**config.mk**
```make
export PLATFORM = sky130hd
export DESIGN_NAME = irq_ack_arbiter
export DESIGN_NICKNAME = d
export VERILOG_FILES = /design/src/rtl/irq_ack_arbiter.sv
export SDC_FILE = /design/constraint.sdc
export NUM_CORES = 1
export LEC_CHECK = 0
export BUFFER_PORTS_ARGS = -buffer_cell sky130_fd_sc_hd__buf_2
export CAP_MARGIN = 20
export CORE_MARGIN = 5
export CORE_UTILIZATION = 49
export CTS_BUF_LIST = sky130_fd_sc_hd__clkbuf_8 sky130_fd_sc_hd__clkbuf_16
export DETAILED_ROUTE_END_ITERATION = 10
export PLACE_DENSITY_LB_ADDON = 0.3
export SETUP_SLACK_MARGIN = 0.02
export SLEW_MARGIN = 20
export SYNTH_ARGS = -nofsm -noshare
export SYNTH_HDL_FRONTEND = slang
export SYNTH_SLANG_ARGS = --single-unit
```
**constraint.sdc**
```tcl
create_clock -name clk -period 2.2 [get_ports clk]
set_clock_uncertainty 0.15 [all_clocks]
set_input_delay 0.11 -clock clk [delete_from_list [all_inputs] [get_ports clk]]
set_output_delay 0.11 -clock clk [all_outputs]
set_load 0.005 [all_outputs]
```
**src/rtl/irq_ack_arbiter.sv**
```systemverilog
// Round-robin arbiter sharing one interrupt/enable-in acknowledge handshake among NREQ requesters.
// Define IRQ_ACK_ARBITER_TIMEOUT_EN to abort handshakes that stall for TMO_MAX cycles.
module irq_ack_arbiter #(
  parameter int NREQ    = 4,
  parameter int TMO_W   = 4,
  parameter int TMO_MAX = 12
) (
  input  logic            clk,
  input  logic            rst,
  input  logic [NREQ-1:0] req,
  input  logic [NREQ-1:0] req_intr,
  input  logic            eql,
  output logic [NREQ-1:0] grant,
  output logic [1:0]      cc_mux,
  output logic [1:0]      uscite,
  output logic            busy,
  output logic [NREQ-1:0] done,
  output logic            timeout
);
  localparam int IW = (NREQ > 1) ? $clog2(NREQ) : 1;

  if (NREQ < 2 || NREQ > 8 || TMO_MAX < 1 || TMO_MAX >= (2 ** TMO_W)) begin : g_bad_params
    $error("irq_ack_arbiter: parameter out of range");
  end

  typedef enum logic [1:0] {IDLE, REQ_WAIT, ACK_WAIT, DONE} state_t;

  state_t          state_q, state_d;
  logic [IW-1:0]   rr_q, rr_d, w_q, w_d;
  logic [IW-1:0]   pick_idx, scan_idx, w_next;
  logic            pick_found;
  logic            t_q, t_d;
  logic [NREQ-1:0] grant_q, grant_d, done_q, done_d;
  logic [1:0]      cc_mux_q, cc_mux_d, uscite_q, uscite_d;
  logic            busy_q, busy_d;

`ifdef IRQ_ACK_ARBITER_TIMEOUT_EN
  logic [TMO_W-1:0] tmo_cnt_q, tmo_cnt_d;
  logic             timeout_q, timeout_d;
  logic             tmo_hit;
  assign tmo_hit = (tmo_cnt_q == TMO_W'(TMO_MAX));
`endif

  function automatic logic [NREQ-1:0] onehot(input logic [IW-1:0] idx);
    onehot      = '0;
    onehot[idx] = 1'b1;
  endfunction

  assign w_next = (w_q == IW'(NREQ - 1)) ? '0 : w_q + IW'(1);

  // First requester at or above the round-robin pointer, wrapping.
  always_comb begin
    pick_found = 1'b0;
    pick_idx   = '0;
    scan_idx   = '0;
    for (int i = 0; i < NREQ; i++) begin
      scan_idx = IW'((int'(rr_q) + i) % NREQ);
      if (!pick_found && req[scan_idx]) begin
        pick_found = 1'b1;
        pick_idx   = scan_idx;
      end
    end
  end

  always_comb begin
    state_d = state_q;
    w_d     = w_q;
    t_d     = t_q;
    rr_d    = rr_q;
`ifdef IRQ_ACK_ARBITER_TIMEOUT_EN
    timeout_d = 1'b0;
`endif
    case (state_q)
      IDLE: begin
        if (pick_found) begin
          state_d = REQ_WAIT;
          w_d     = pick_idx;
          t_d     = req_intr[pick_idx];
        end
      end
      REQ_WAIT: begin
        if (eql) begin
          state_d = ACK_WAIT;
        end else if (!req[w_q]) begin
          state_d = IDLE;
          rr_d    = w_next;
        end
`ifdef IRQ_ACK_ARBITER_TIMEOUT_EN
        else if (tmo_hit) begin
          state_d   = IDLE;
          rr_d      = w_next;
          timeout_d = 1'b1;
        end
`endif
      end
      ACK_WAIT: begin
        if (!eql) begin
          state_d = DONE;
        end
`ifdef IRQ_ACK_ARBITER_TIMEOUT_EN
        else if (tmo_hit) begin
          state_d   = IDLE;
          rr_d      = w_next;
          timeout_d = 1'b1;
        end
`endif
      end
      default: begin
        state_d = IDLE;
        rr_d    = w_next;
      end
    endcase

    // Outputs are registered, so they are decoded from the upcoming state.
    grant_d  = (state_d == IDLE) ? '0 : onehot(w_d);
    busy_d   = (state_d != IDLE);
    done_d   = (state_d == DONE) ? onehot(w_d) : '0;
    cc_mux_d = 2'b01;
    uscite_d = 2'b01;
    if (state_d == REQ_WAIT) begin
      cc_mux_d = t_d ? 2'b10 : 2'b01;
    end else if (state_d == ACK_WAIT) begin
      cc_mux_d = 2'b11;
      uscite_d = t_d ? 2'b11 : 2'b00;
    end
  end

  always_ff @(posedge clk) begin
    if (rst) begin
      state_q  <= IDLE;
      rr_q     <= '0;
      w_q      <= '0;
      t_q      <= 1'b0;
      grant_q  <= '0;
      done_q   <= '0;
      cc_mux_q <= 2'b01;
      uscite_q <= 2'b01;
      busy_q   <= 1'b0;
    end else begin
      state_q  <= state_d;
      rr_q     <= rr_d;
      w_q      <= w_d;
      t_q      <= t_d;
      grant_q  <= grant_d;
      done_q   <= done_d;
      cc_mux_q <= cc_mux_d;
      uscite_q <= uscite_d;
      busy_q   <= busy_d;
    end
  end

`ifdef IRQ_ACK_ARBITER_TIMEOUT_EN
  // Restart on every entry into a wait state, count while staying there.
  always_comb begin
    tmo_cnt_d = '0;
    if ((state_d == REQ_WAIT || state_d == ACK_WAIT) && state_d == state_q) begin
      tmo_cnt_d = tmo_cnt_q + TMO_W'(1);
    end
  end

  always_ff @(posedge clk) begin
    if (rst) begin
      tmo_cnt_q <= '0;
      timeout_q <= 1'b0;
    end else begin
      tmo_cnt_q <= tmo_cnt_d;
      timeout_q <= timeout_d;
    end
  end

  assign timeout = timeout_q;
`else
  assign timeout = 1'b0;
`endif

  assign grant  = grant_q;
  assign done   = done_q;
  assign cc_mux = cc_mux_q;
  assign uscite = uscite_q;
  assign busy   = busy_q;
endmodule

```
==> impl_metrics.yaml <==
place:
  port_buffers: 23
  dp_cells: 144
  pre_cts_ws_ns: 0.07941
  globalplace.congestion: 0.8039
  place_hpwl_mm: 1.412
layout:
  finalNetCount: 137
  final.fill_count: 166
  diodes: 0
  drive_gt1_frac: 0.3065
  area_growth_syn_to_layout_pct: 22.25
  final_cells: 149
critical_path:
  r2r-start: "rr_q[0]$_SDFFE_PP0P_"
  worstPathRequired_ns: 2.19
  r2r-end: "cc_mux[0]$_SDFF_PP1_"
  crit_fanout: 6
  reg2reg_slack_ns: 0.12
  startpoint_type: "flop"
  endpoint_kind: "flop"
  ff2ff_path_depth: 6
  crit_arrival_ns: 2.07
  crit_type: "reg2reg"
yosys:
  synth_seq_area_share: 0.4451
  synth_cell_types: 34
  yosysWarnings: 0
  yosysMostFrequentCell: "dfxtp_1"
  synth.cells.most_frequent: "dfxtp_1, nor2_1, nand2_1"
  synth_ff_type: "dfxtp_1"
  syn_nets: 110
  yosys.area.top_type_share: 0.4451
  synth_edf_count: 0
  synth_area_per_cell_um2: 9.180
  post-synth-top-area-cell: "dfxtp_1"
  syn_inst: 98
  synth-seq-cells: 20
  synth_area_leaders: "dfxtp_1, nor2_1, nand2_1, or3_1, a21oi_1"
  synthArstFlopShare: 0
  netlist_area_um2: 899.6
timing:
  hold_violations: 0
  fin_crit_sh: 0.9439
  rsz0062_at_grt: "no"
  setup_ws_ns: 0.1234
  max_freq_mhz: 481.6
  finalSetupTns_ns: 0
  setup-violations-final: 0
  maxSlewViolCount: 0
  period_needed_ns: 2.077
route:
  viasPerCell: 5.242
  drtAntennaViolNets: 0
  wl_mm: 1.827
  dr.first_iter.drc_count: 12
  dr.pass1.iters: 4
  vias: 781
  wl_per_cell_um: 12.26
  drc: 0
pwr:
  p_per_area_mw_per_mm2: 763.4
  p_seq_frac: 0.483
  switching_share: 0.2597
  pwr-share-clk: 0.328
  internal-power_uw: 621.6
  p_leak_uw: 0.0004901
  peakVddDrop_mv: 0.5408
  finalPower_uw: 839.6
  combPwrFrac: 0.188
  p_switching_uw: 218.0
min_path:
  hp-start: "rst"
  hp-class: "in2reg"
  hold_depth: 2
  min_to: "state_q[1]$_SDFF_PP0_"
global_routing:
  groute.usage.overall: 0.1557
  grt_max_degree: 14
  antenna_found_initial: 0
  grt.overflow.total: 0
  grt_first_pass_wirelength_mm: 3.153
  grt_pass1_vias: 777
job:
  drv_cap: 0
clock_network:
  clkLatencyLatePin_ns: 0.26
  clkSlewWorstSetupHoldPaths_ns: 0.07
  cts_buffers: 3
  ctsHtreeMaxLevel: 1
  root_buffer: "clkbuf_8"
  cts.sinks: 20
  cts_max_path_buffers: 2
  cts_tree: "built"
floorplan:
  io_pins: 25
  start_util: 0.5154
  core-area_mm2: 0.001745
  dieHeight_um: 52.85
  die-area_mm2: 0.002793
  rows: 15
  die_w_um: 52.85
status:
  outcome: "completed"
[cell type report]
class                   instances  area [µm²]  share of cell area
flip-flops and latches         20       400.4              0.3641
well taps                      25       31.28             0.02844
repair buffers                 25       132.6              0.1206
inverters                       3       11.26             0.01024
multi-input cells              72       469.2              0.4266
clock buffers                   4       55.05             0.05006
[metrics by stage]
step,hold slack [ns],util,cell area [µm²]
after CTS,0.01343,0.6229,1087
after global placement,0.2574,0.5857,1022
after global routing,0.02492,0.6301,1100
after floorplan,0.05279,-,899.6
final,0.009901,0.6301,1100
after detailed placement,0.2751,0.5857,1022
[cell families after synthesis]
group           share of synthesized area
mux                               0.05147
simple gates                       0.2712
buf+inv                           0.04729
compound gates                     0.1669
fa+ha+maj                         0.01391
flops                              0.4451
other cells                      0.004168
[flip-flops by register name, indices dropped and copies added (netlist names)]
register,flops
busy,1
cc_mux,2
done,4
grant,4
rr_q,2
state_q,2
t_q,1
uscite,2
w_q,2
[cell usage in the layout, fill, tap and decap left out, drive strengths merged]
cell | synthesis | layout
a2111oi | 1 | 1
a21o | 2 | 2
a21oi | 6 | 6
a31oi | 1 | 1
buf | 2 | 24
clkbuf | 0 | 4
conb | 1 | 1
dfxtp | 20 | 20
dlygate4sd3 | 0 | 1
ha | 1 | 1
inv | 3 | 3
mux2i | 2 | 2
mux4 | 1 | 1
nand2 | 10 | 10
nand2b | 3 | 3
nand3 | 1 | 1
nand3b | 2 | 2
nor2 | 16 | 16
nor2b | 4 | 4
nor3 | 1 | 1
nor3b | 1 | 1
nor4 | 1 | 1
nor4b | 1 | 1
o211ai | 1 | 1
o21a | 2 | 2
o21ai | 5 | 5
o21ba | 1 | 1
o311a | 1 | 1
o31ai | 1 | 1
or2 | 1 | 1
or3 | 5 | 5
[timing repair]
action | in CTS | in global routing
endpoints found under the hold margin | 1 | 0
hold buffers | 1 | 0
setup endpoints to repair | 0 | 1
setup buffers | 0 | 0
gates resized for setup | 0 | 1
[critical path, stage by stage (launching register included)]
cell	delay, ns
dfxtp_1	0.41
nor2b_1	0.12
a2111oi_4	0.32
nor2_1	0.11
mux2i_1	0.13
o311a_2	0.37
or3_1	0.35
[power groups by stage]
stage / logic (µW) / registers [µW] / clock network, µW
detailed placement: 155 / 414 / 0
CTS: 157 / 406 / 280
finish: 158 / 406 / 276
global route: 180 / 409 / 298
floorplan: 111 / 414 / 0
global placement: 151 / 412 / 0
[worst max path at each step]
stage / start / cells after the start / to
6_report: rr_q[0]$_SDFFE_PP0P_ / 6 / cc_mux[0]$_SDFF_PP1_
5_1_grt: rr_q[0]$_SDFFE_PP0P_ / 6 / cc_mux[0]$_SDFF_PP1_
4_1_cts: rr_q[0]$_SDFFE_PP0P_ / 6 / cc_mux[0]$_SDFF_PP1_
3_5_place_dp: rr_q[0]$_SDFFE_PP0P_ / 6 / cc_mux[0]$_SDFF_PP1_
3_3_place_gp: rr_q[0]$_SDFFE_PP0P_ / 6 / cc_mux[0]$_SDFF_PP1_
2_1_floorplan: rr_q[0]$_SDFFE_PP0P_ / 6 / cc_mux[0]$_SDFF_PP1_
[routing by layer]
metal	part of all wire	GRT usage	vias up	wire, µm
li1	-	-	391	-
met1	0.40	0.1594	352	727
met2	0.52	0.2810	30	959
met3	0.063	0.05698	8	116
met4	0.013	0.06383	0	23
met5	0	0	-	0
Note: power is estimated with default switching activity, not from simulation.
